<file path="config.mk">
export PLATFORM = sky130hd
export DESIGN_NAME = univ_shift_reg
export DESIGN_NICKNAME = d
export VERILOG_FILES = /design/src/rtl/univ_shift_reg.sv
export SDC_FILE = /design/constraint.sdc
export NUM_CORES = 1
export LEC_CHECK = 0
export BUFFER_PORTS_ARGS = -buffer_cell sky130_fd_sc_hd__buf_4
export CAP_MARGIN = 20
export CORE_UTILIZATION = 44
export CTS_CLUSTER_SIZE = 25
export DETAILED_ROUTE_END_ITERATION = 8
export PLACE_DENSITY = 0.74
export SYNTH_ARGS = -nofsm -noshare
export SYNTH_HDL_FRONTEND = slang
export SYNTH_SLANG_ARGS = --single-unit
</file>
<file path="constraint.sdc">
create_clock -name clk -period 1.7 [get_ports clk]
set_clock_uncertainty 0.2 [all_clocks]
set_input_delay 0.51 -clock clk [delete_from_list [all_inputs] [get_ports clk]]
set_output_delay 0.51 -clock clk [all_outputs]
set_load 0.05 [all_outputs]
</file>
<file path="src/rtl/univ_shift_reg.sv">
`default_nettype none
// ============================================================================
//  Module      : univ_shift_reg
//  Description : Universal shift register with hold, shift-left, shift-right
//                and parallel load. Tracks the number of shifts since the
//                last load or reset (saturating at WIDTH) and pulses done
//                for one cycle when that count first reaches WIDTH.
//                Optional macro UNIV_SHIFT_REG_ROTATE_EN adds a rotate input
//                that feeds the outgoing edge bit back into the vacated
//                position instead of serial_in.
//  Revision    : 1.0 - initial release
// ============================================================================
module univ_shift_reg #(
  parameter int WIDTH = 8,
  localparam int CW = $clog2(WIDTH + 1)
) (
  input  logic             clk,
  input  logic             reset,
  input  logic             en,
  input  logic [1:0]       mode,
  input  logic             serial_in,
  input  logic [WIDTH-1:0] d,
`ifdef UNIV_SHIFT_REG_ROTATE_EN
  input  logic             rotate,
`endif
  output logic [WIDTH-1:0] q,
  output logic             serial_out,
  output logic [CW-1:0]    shift_cnt,
  output logic             done
);

  // Operation encoding on the mode input
  localparam logic [1:0] C_MODE_HOLD  = 2'b00;
  localparam logic [1:0] C_MODE_LEFT  = 2'b01;
  localparam logic [1:0] C_MODE_RIGHT = 2'b10;
  localparam logic [1:0] C_MODE_LOAD  = 2'b11;

  // Shift count at which the counter saturates and done fires
  localparam logic [CW-1:0] C_CNT_MAX  = CW'(WIDTH);
  localparam logic [CW-1:0] C_CNT_LAST = CW'(WIDTH - 1);
  localparam logic [CW-1:0] C_CNT_ONE  = CW'(1);

  // State registers and their next-state values
  logic [WIDTH-1:0] q_q,    q_d;
  logic             so_q,   so_d;
  logic [CW-1:0]    cnt_q,  cnt_d;
  logic             done_q, done_d;

  // Bits entering the vacated position for each shift direction
  logic w_in_left;
  logic w_in_right;

  // Shift-count bookkeeping shared by both shift directions
  logic [CW-1:0] w_cnt_inc;
  logic          w_cnt_hits_max;

`ifdef UNIV_SHIFT_REG_ROTATE_EN
  // Rotation recirculates the bit leaving the opposite end
  always_comb begin
    w_in_left  = rotate ? q_q[WIDTH-1] : serial_in;
    w_in_right = rotate ? q_q[0]       : serial_in;
  end
`else
  // Without rotation the vacated bit always comes from serial_in
  always_comb begin
    w_in_left  = serial_in;
    w_in_right = serial_in;
  end
`endif

  // Saturating increment; done only on the WIDTH-1 -> WIDTH transition
  always_comb begin
    w_cnt_hits_max = (cnt_q == C_CNT_LAST);
    if (cnt_q < C_CNT_MAX) begin
      w_cnt_inc = cnt_q + C_CNT_ONE;
    end else begin
      w_cnt_inc = cnt_q;
    end
  end

  // Next-state selection: hold everything unless enabled, done defaults low
  always_comb begin
    q_d    = q_q;
    so_d   = so_q;
    cnt_d  = cnt_q;
    done_d = 1'b0;
    if (en) begin
      case (mode)
        C_MODE_HOLD: begin
          q_d = q_q;
        end
        C_MODE_LEFT: begin
          q_d    = {q_q[WIDTH-2:0], w_in_left};
          so_d   = q_q[WIDTH-1];
          cnt_d  = w_cnt_inc;
          done_d = w_cnt_hits_max;
        end
        C_MODE_RIGHT: begin
          q_d    = {w_in_right, q_q[WIDTH-1:1]};
          so_d   = q_q[0];
          cnt_d  = w_cnt_inc;
          done_d = w_cnt_hits_max;
        end
        C_MODE_LOAD: begin
          q_d   = d;
          cnt_d = '0;
        end
        default: begin
          q_d = q_q;
        end
      endcase
    end
  end

  // State register with synchronous active-low reset
  always_ff @(posedge clk) begin
    if (!reset) begin
      q_q    <= '0;
      so_q   <= 1'b0;
      cnt_q  <= '0;
      done_q <= 1'b0;
    end else begin
      q_q    <= q_d;
      so_q   <= so_d;
      cnt_q  <= cnt_d;
      done_q <= done_d;
    end
  end

  // All outputs come straight from registers
  assign q          = q_q;
  assign serial_out = so_q;
  assign shift_cnt  = cnt_q;
  assign done       = done_q;

endmodule
`default_nettype wire
</file>
==> results of run 1 <==
[worst register-to-register path, stage by stage, from the launching register on]
cell and delay (ns):
dfxtp_1 0.41, ha_1 0.22, o21ai_0 0.09, a21oi_1 0.14
o2bb2ai_1 0.08
[worst paths after layout]
path                                                start                   endpoint  cells past startpoint
worst max-delay path            shift_cnt[0]$_SDFFE_PN0P_               shift_cnt[0]                      1
worst min register to register  shift_cnt[3]$_SDFFE_PN0P_            done$_SDFF_PN0_                      1
worst min-delay path                                   en    serial_out$_SDFFE_PN0P_                      2
worst max register to register  shift_cnt[0]$_SDFFE_PN0P_  shift_cnt[2]$_SDFFE_PN0P_                      4
[sequential cells by signal (all words and copies together) (netlist names)]
signal,flops
q,8
shift_cnt,4
done,1
serial_out,1
[through the flow]
step           total power, mW  setup WS (ns)  cell area, µm²
2_1_floorplan            0.546         0.0135             855
3_3_place_gp             0.638         -0.103            1130
3_5_place_dp             0.645         -0.144            1130
4_1_cts                  0.887         0.0613            1170
5_1_grt                  0.933        0.00601            1170
6_report                 0.885         0.0652            1170
[where the power goes]
| group | total (mW) | switching [mW] | internal, mW | leakage (nW) |
|---|---|---|---|---|
| Combinational | 0.271 | 0.154 | 0.116 | 0.360 |
| Clock | 0.246 | 0.116 | 0.130 | 0.0210 |
| Sequential | 0.369 | 0.0211 | 0.347 | 0.115 |
| Total | 0.885 | 0.292 | 0.594 | 0.495 |
[synth_stat cells]
cell type / instances / area (µm²)
a311oi_1: 1 / 8.76
buf_4: 1 / 7.51
buf_6: 1 / 11.3
nor3b_2: 1 / 12.5
a21oi_2: 1 / 8.76
clkbuf_1: 1 / 3.75
nand4_1: 1 / 6.26
inv_1: 3 / 11.3
nand2_1: 5 / 18.8
o31ai_1: 1 / 7.51
dfxtp_1: 14 / 280
o21a_4: 1 / 15.0
ha_1: 5 / 62.6
buf_2: 1 / 5.00
buf_12: 1 / 20.0
mux2i_1: 3 / 30.0
and2b_2: 1 / 8.76
nor3b_1: 8 / 60.1
a221oi_2: 8 / 120
nand2b_1: 2 / 12.5
inv_2: 1 / 3.75
o211ai_1: 1 / 7.51
or3_1: 1 / 6.26
o21ai_0: 9 / 45.0
o2bb2ai_1: 1 / 8.76
nand3b_1: 1 / 7.51
a21oi_1: 10 / 50.1
nor3_1: 1 / 5.00
[routing by layer]
layer  track usage [%]  share of wire (%)  vias to the layer above
met5                 0                  0                        -
met4              10.0               0.91                        0
met3              2.78                3.5                        2
met2              36.6                 51                       23
met1              29.0                 45                      350
li1                  -                  -                      388
[final cells by class]
class | instances | area [µm²]
Inverter | 4 | 15.0
Fill cell | 170 | 597
Clock buffer | 4 | 36.3
Multi-Input combinational cell | 62 | 512
Timing Repair Buffer | 34 | 293
Sequential cell | 14 | 280
Tap cell | 25 | 31.3
[kinds of logic after synthesis]
family / synth area share [%]
flops: 33.2
simple gates: 16.3
buf+inv: 7.41
mux: 3.56
fa+ha+maj: 7.41
compound gates: 32.1
==> out/metrics.yaml, run 1 <==
outcome:
  run_status: "finished, final reports clean"
global_routing:
  grt_pass1_vias: 731
  grt_overflow: 0
  pin_count_of_the_biggest_net_entering_global_routing: 17
  track_usage_pct: 22.3
  global_route_wire_length_before_repair_um: 3330
  antenna_violations_before_repair: 0
worst_setup_path:
  cp_slowest_stage_delay_ns: 0.41
  crit_path_start_kind: "register"
  timing.critical_path.cells: "buf_4"
  worstSetupEndpointType: "primary output"
  cp_top_family: "flip-flops"
  crit_path_top_delay_cell: "dfxtp_1"
  r2r_slack_ns: 0.46
  cp_num_buf_inv: 1
  critical_path_fanouts_max: 5
  critPathKind: "register to primary output"
  worst_ep_required_time_ns: 0.99
  critPathArrivalTime_ns: 0.92
logic_synthesis:
  cell_area_synth_um2: 845
  synthesis.instances: 85
  syn-mean-instance-area_um2: 9.94
  synth_cell_types: 28
  yosysSeqAreaShare_pct: 33.2
  syn_nets: 104
  synth-seq-cells: 14
  yosys_warnings: 0
sta:
  timing.slew.headroom_pct: 79.7
  final-max-slew-violation-count: 0
  fin_tns_setup_ns: 0
  worst-slew-pin-transition_ns: 0.304
  rsz0062_at_grt: "false"
  final_hold_viol_count: 0
  min_period_over_period_pct: 96.2
  layout_min_cycle_time_ns: 1.63
  fmax_mhz: 612
  setup_viol: 0
  final.hold.worst_slack_ns: 0.273
drt:
  drt_first_iter_violations: 18
  vias_per_cell: 5.34
  remaining_drc_errors: 0
  routedWlPerCell_um: 14.5
  drtAntennaViolNets: 0
  postRouteWirelength_um: 2080
  vias: 763
  detailedRoute.firstPassIterationCount: 4
cts:
  cts_hold_repair.buffers: 0
  numCtsBuffers: 3
  clock_sinks: 14
  clk_pin_slew_worst_paths_ns: 0.09
  clkLatencyLatePin_ns: 0.28
  cts_buffer_depth: 2
  buffer_count_from_post_cts_setup_fixing: 0
  clock_tree.htree_level_count: 1
  cts_resized: 0
  cts_root_buf: "clkbuf_4"
  tritoncts: "built"
floorplanning:
  floorplan.core_area_um2: 1760
  row_count: 15
  num_io_pins: 28
  effective_utilization_at_floorplan_pct: 47.9
  die_w_um: 45.8
  design.die.area_um2: 2100
  die_height_um: 45.8
layout:
  post_layout_instance_count_excluding_filler_cells: 143
  layout_commonest_cell: "buf_4"
  layout_cells_sized_above_1_pct: 45.8
  antennaDiodeCount: 0
  flow.area_growth_from_synthesis_pct: 38.2
  final_layout_net_count: 138
  utilization_pct: 66.2
  final_cell_mix: "31 x buf_4, 14 x dfxtp_1, 10 x a21oi_1"
place:
  portBuffers: 27
  place.detailed.hpwl_um: 1510
  place_congestion: 0.744
  place.detailed.instances: 139
pwr:
  powerDensity_nw_per_um2: 758
  highest_ir_drop_seen_on_vdd_uv: 419
  static-leakage-power_nw: 0.495
flow_run:
  max_cap_viol_count: 0
worst_hold_path:
  hp-class: "primary input to register"
Power figures use the tool's default switching activity.
==> run 2: changes to the inputs <==
Settings changed: ABC_AREA set to 1, CORE_ASPECT_RATIO set to 1.5, PLACE_DENSITY 0.74 to 0.73.
==> out/metrics.yaml, run 2 <==
drt:
  vias: 962  # +26%
  postRouteWirelength_um: 2070  # -0.29%
  routedWlPerCell_um: 11.0  # -25%
  detailedRoute.firstPassIterationCount: 4  # unchanged
  drtAntennaViolNets: 0  # unchanged
  remaining_drc_errors: 0  # unchanged
  vias_per_cell: 5.09  # -4.6%
  drt_first_iter_violations: 26  # +8
cts:
  cts_root_buf: "clkbuf_4"
  numCtsBuffers: 3  # unchanged
  tritoncts: "built"
  cts_resized: 0  # unchanged
  clock_sinks: 14  # unchanged
  clock_tree.htree_level_count: 1  # unchanged
  cts_hold_repair.buffers: 0  # unchanged
  cts_buffer_depth: 2  # unchanged
  buffer_count_from_post_cts_setup_fixing: 0  # unchanged
  clkLatencyLatePin_ns: 0.29  # about the same
  clk_pin_slew_worst_paths_ns: 0.09  # about the same
layout:
  fillCellCount: 195  # +15%
  multi_input_comb_area_um2: 497  # -2.9%
  final_cell_mix: "34 x nand2_1, 29 x buf_4, 22 x nor2_1"
  post_layout_instance_count_excluding_filler_cells: 189  # +32%
  largest_reg_flops: 8  # unchanged
  seqCellArea_um2: 280  # unchanged
  flow.area_growth_from_synthesis_pct: 32.3
  layout_cells_sized_above_1_pct: 26.2  # -20 points
  final_layout_net_count: 188  # +36%
  layout_commonest_cell: "nand2_1"
  antennaDiodeCount: 0  # unchanged
  utilization_pct: 63.0  # -3.1 points
sta:
  crit_path_setup_slack_layout_ns: 0.0691  # +0.00388 ns
  rsz0062_at_grt: "false"
  final-max-slew-violation-count: 0  # unchanged
  fin_tns_setup_ns: 0  # unchanged
  worst-slew-pin-transition_ns: 0.318  # +0.0137 ns
  final_hold_viol_count: 0  # unchanged
  setup_viol: 0  # unchanged
  min_period_over_period_pct: 95.9  # -0.23 points
  fmax_mhz: 613  # +0.24%
  timing.slew.headroom_pct: 78.8  # -0.87 points
  final.hold.worst_slack_ns: 0.286  # +0.0133 ns
  layout_min_cycle_time_ns: 1.63  # -0.00388 ns
place:
  preCtsSetupSlack_ns: -0.146  # -0.00228 ns
  portBuffers: 27  # unchanged
  place.detailed.instances: 185  # +33%
  place_congestion: 0.730  # -1.9%
  place.detailed.hpwl_um: 1620  # +7.1%
flow_run:
  max_cap_viol_count: 0  # unchanged
pwr:
  powerDensity_nw_per_um2: 768  # +1.3%
  power.switching_mw: 0.317  # +8.8%
  pint_mw: 0.581  # -2.2%
  p_sw_share_pct: 35.3  # +2.4 points
  clock_power_share_pct: 27.7  # about the same
  sequentialPowerShare_pct: 41.2  # -0.4 points
  p_comb_share_pct: 31.1  # +0.5 points
  highest_ir_drop_seen_on_vdd_uv: 460  # +9.7%
  static-leakage-power_nw: 0.633  # +28%
outcome:
  run_status: "finished, final reports clean"
logic_synthesis:
  synthTopCellsByCount: "34 x nand2_1, 22 x nor2_1, 19 x inv_1, 17 x nand3_1, 14 x dfxtp_1"
  synth-main-ff-cell: "dfxtp_1"
  synth.top_cells.by_area: "dfxtp_1 32%, nand2_1 14%, nand3_1 9.6%"
  synth_top_area_share_pct: 31.7  # -1.5 points
  synth_cell_types: 20  # -29%
  cell_area_synth_um2: 883  # +4.6%
  syn_nets: 155  # +49%
  synth-seq-cells: 14  # unchanged
  synthesis.instances: 136  # +60%
  synthDominantAreaCellType: "dfxtp_1"
  yosys_warnings: 0  # unchanged
  synth_edf_count: 0  # unchanged
  yosysSeqAreaShare_pct: 31.7  # -1.5 points
  asyncSetResetFlopFracSynth_pct: 0  # unchanged
  syn-mean-instance-area_um2: 6.50  # -35%
  post-synth-top-count-cell: "nand2_1"
floorplanning:
  die_height_um: 56.9  # +24%
  floorplan.core_area_um2: 1850  # +5.1%
  num_io_pins: 28  # unchanged
  die_w_um: 38.6  # -16%
  design.die.area_um2: 2190  # +4.6%
  row_count: 19  # +4
  effective_utilization_at_floorplan_pct: 47.6  # -0.23 points
worst_hold_path:
  hold_path_startpoint: "reset"
  hp-class: "primary input to register"
global_routing:
  grt_overflow: 0  # unchanged
  grt_pass1_vias: 886  # +21%
  global_route_wire_length_before_repair_um: 3550  # +6.6%
  antenna_violations_before_repair: 0  # unchanged
  pin_count_of_the_biggest_net_entering_global_routing: 10  # -7
  track_usage_pct: 22.3  # -0.057 points
worst_setup_path:
  timing.critical_path.cells: "buf_4"
  r2r_slack_ns: 0.49  # +0.03 ns
  cp_num_buf_inv: 1  # unchanged
  critPathKind: "register to primary output"
  critical_path_fanouts_max: 5  # unchanged
  crit_path_top_delay_cell: "dfxtp_1"
  cp_slowest_stage_delay_ns: 0.41  # about the same
  worst_ep_required_time_ns: 0.99  # about the same
  worstSetupEndpointType: "primary output"
  critical_path_startpoint: "shift_cnt[0]$_SDFFE_PN0P_"
  critPathArrivalTime_ns: 0.92  # about the same
  timing.rr.start: "shift_cnt[0]$_SDFFE_PN0P_"
  cp_top_family: "flip-flops"
  crit_path_start_kind: "register"
run 2: path summary, 6_finish.rpt:
kind / end / depth (start not counted)
hold / removal: shift_cnt[2]$_SDFFE_PN0P_ / 3
setup reg to reg: done$_SDFF_PN0_ / 3
setup / recovery: shift_cnt[0] / 1
hold reg to reg: done$_SDFF_PN0_ / 2
run 2: kinds of logic (layout without fill, tap and decap cells):
kind of cell / after synthesis / in the layout / share of synthesized area [%]
compound gates: 11 / 11 / 6.94
buf+inv: 25 / 57 / 12.0
flops: 14 / 14 / 31.7
fa+ha+maj: 5 / 5 / 7.08
simple gates: 81 / 81 / 42.2
run 2: worst reg2reg max path, cell delays in order, from the launching register on:
cell,delay [ns]
dfxtp_1,0.41
ha_1,0.20
nand2_1,0.08
nor4_1,0.23
run 2: layer usage:
layer	up-vias	GRT usage (%)	share of wire [%]
li1	485	-	-
met1	439	25.0	40
met2	33	38.6	53
met3	5	2.77	5.0
met4	0	10.8	2.0
met5	-	0	0
run 2: power by group through the flow:
stage	registers [mW]	logic (mW)	clock network [mW]
finish	0.370	0.279	0.249
global route	0.372	0.306	0.271
CTS	0.370	0.281	0.252
detailed placement	0.377	0.280	0
global placement	0.377	0.276	0
floorplan	0.445	0.119	0
run 2: layout make-up:
cell class / count / share of cell area (%)
flip-flops and latches: 14 / 24.0
inverters: 23 / 7.82
well taps: 21 / 2.25
multi-input cells: 97 / 42.5
clock buffers: 4 / 3.10
repair buffers: 30 / 20.3
run 2: per-stage QoR:
step	power, mW	instance area, µm²
after floorplan	0.563	883
after global placement	0.653	1130
after detailed placement	0.657	1130
after CTS	0.903	1170
after global routing	0.949	1170
final	0.898	1170
==> run 3: changes to the inputs <==
Settings changed: SETUP_SLACK_MARGIN set to 0.2.
==> out/metrics.yaml, run 3 (synthesis gave the netlist of run 2 again) <==
outcome:
  run_status: "finished, final reports clean"
sta:
  final.hold.worst_slack_ns: 0.277  # -0.00878 ns
  setup_viol: 0  # unchanged
  final-max-slew-violation-count: 0  # unchanged
  min_period_over_period_pct: 88.8  # -7.1 points
  final_hold_viol_count: 0  # unchanged
  layout_min_cycle_time_ns: 1.51  # -0.121 ns
  fin_tns_setup_ns: 0  # unchanged
  rsz0062_at_grt: "true"
  timing.slew.headroom_pct: 83.5  # +4.7 points
  worst-slew-pin-transition_ns: 0.248  # -0.0702 ns
  fmax_mhz: 662  # +8.0%
worst_setup_path:
  r2r_slack_ns: 0.40  # -0.09 ns
  r2r.worst_path.cells: 7  # +4
  cp.depth: 1  # unchanged
  critPathArrivalTime_ns: 0.80  # -0.12 ns
  critical_path_fanouts_max: 2  # -3
  crit_end: "q[4]"
  crit_path_top_delay_cell: "dfxtp_4"
  cp_top_family: "flip-flops"
  timing.rr.start: "shift_cnt[0]$_SDFFE_PN0P_"
  cp_num_buf_inv: 1  # unchanged
  crit_path_start_kind: "register"
  critical_path_startpoint: "q[4]$_SDFFE_PN0P_"
  worst_ep_required_time_ns: 0.99  # about the same
  timing.critical_path.cells: "buf_8"
  cp_slowest_stage_delay_ns: 0.37  # -0.04 ns
  worstSetupEndpointType: "primary output"
  worst_r2r_endpoint: "shift_cnt[2]$_SDFFE_PN0P_"
  critPathKind: "register to primary output"
cts:
  cts_root_buf: "clkbuf_4"
  clock_tree.htree_level_count: 1  # unchanged
  numCtsBuffers: 3  # unchanged
  clock_sinks: 14  # unchanged
  clkLatencyLatePin_ns: 0.29  # about the same
  cts_hold_repair.buffers: 0  # unchanged
  cts_buffer_depth: 2  # unchanged
  tritoncts: "built"
  clk_pin_slew_worst_paths_ns: 0.10  # about the same
layout:
  final_layout_net_count: 202  # +7.4%
  largest_reg_flops: 8  # unchanged
  antennaDiodeCount: 0  # unchanged
  layout_cells_sized_above_1_pct: 41.8  # +16 points
  flow.area_growth_from_synthesis_pct: 60.6
  layout_commonest_cell: "nand2_1"
  final_cell_mix: "33 x nand2_1, 30 x buf_4, 22 x nor2_1"
  finish.instance_area_um2: 1420  # +21%
  fillCellCount: 145  # -26%
drt:
  routedWlPerCell_um: 12.7  # +16%
  vias: 1028  # +6.9%
  drt_first_iter_violations: 43  # +65%
  postRouteWirelength_um: 2590  # +25%
  detailedRoute.firstPassIterationCount: 4  # unchanged
  vias_per_cell: 5.06  # -0.51%
  drtAntennaViolNets: 0  # unchanged
  remaining_drc_errors: 0  # unchanged
place:
  dpl-instance-area_um2: 1140  # +1.1%
  place_congestion: 0.785  # +7.5%
  place.detailed.hpwl_um: 1660  # +2.7%
  portBuffers: 27  # unchanged
global_routing:
  antenna_violations_before_repair: 0  # unchanged
  grt_pass1_vias: 1015  # +15%
  pin_count_of_the_biggest_net_entering_global_routing: 10  # unchanged
  track_usage_pct: 27.3  # +5.0 points
  grt_overflow: 0  # unchanged
  global_route_wire_length_before_repair_um: 4190  # +18%
pwr:
  clock_power_share_pct: 25.8  # -1.9 points
  p_comb_share_pct: 36.7  # +5.6 points
  static-leakage-power_nw: 0.737  # +16%
  highest_ir_drop_seen_on_vdd_uv: 607  # +32%
  p_sw_share_pct: 35.3  # about the same
  sequentialPowerShare_pct: 37.5  # -3.7 points
  powerDensity_nw_per_um2: 690  # -10%
  power.switching_mw: 0.346  # +9.0%
  pint_mw: 0.633  # +9.1%
floorplanning:
  die_w_um: 38.6  # unchanged
  effective_utilization_at_floorplan_pct: 47.6  # unchanged
  floorplan.core_area_um2: 1850  # unchanged
  row_count: 19  # unchanged
  design.die.area_um2: 2190  # unchanged
  num_io_pins: 28  # unchanged
  die_height_um: 56.9  # unchanged
worst_hold_path:
  hp-class: "primary input to register"
flow_run:
  max_cap_viol_count: 0  # unchanged
[run 3: final cells by class]
class	instances	area, µm²	area share, %
Clock buffer	4	36.3	2.56
Inverter	23	93.8	6.61
Multi-Input combinational cell	97	512	36.1
Sequential cell	14	315	22.2
Tap cell	21	26.3	1.85
Timing Repair Buffer	44	435	30.7
[run 3: metrics by stage]
stage / utilization (%) / std cells / power [mW] / setup slack (ns)
after floorplan: - / 136 / 0.569 / 0.205
after detailed placement: 61.7 / 186 / 0.662 / 0.00473
final: 76.5 / 203 / 0.979 / 0.190
after CTS: 76.2 / 203 / 0.975 / 0.187
after global placement: 61.7 / 186 / 0.657 / 0.0237
after global routing: 76.5 / 203 / 1.02 / 0.167
[run 3: what timing repair did]
item / 4_1_cts / 5_1_grt
resized for setup: 47 / 2
setup buffers: 13 / 0
setup endpoints to repair: 14 / 14
[run 3: power by group through the flow]
stage	clock network [mW]	logic, mW	registers (mW)
detailed placement	0	0.285	0.377
CTS	0.255	0.354	0.366
floorplan	0	0.124	0.445
global route	0.267	0.388	0.369
finish	0.253	0.360	0.367
global placement	0	0.280	0.377
[run 3: worst min path at each step]
stage / from / end / slack [ns] / depth (start not counted)
floorplan: reset / shift_cnt[2]$_SDFFE_PN0P_ / 0.43 / 2
global placement: shift_cnt[2]$_SDFFE_PN0P_ / done$_SDFF_PN0_ / 0.29 / 2
detailed placement: serial_out$_SDFFE_PN0P_ / serial_out$_SDFFE_PN0P_ / 0.30 / 2
CTS: reset / shift_cnt[2]$_SDFFE_PN0P_ / 0.27 / 3
global route: reset / shift_cnt[2]$_SDFFE_PN0P_ / 0.28 / 3
finish: reset / shift_cnt[2]$_SDFFE_PN0P_ / 0.28 / 3
[run 3: layer usage]
layer | routed length (µm) | share of wire, % | up-vias | GRT usage [%]
met3 | 122 | 4.7 | 6 | 4.35
met1 | 999 | 39 | 464 | 29.1
met5 | 0 | 0 | - | 0
met2 | 1410 | 55 | 39 | 47.4
li1 | - | - | 519 | -
met4 | 53 | 2.0 | 0 | 14.8
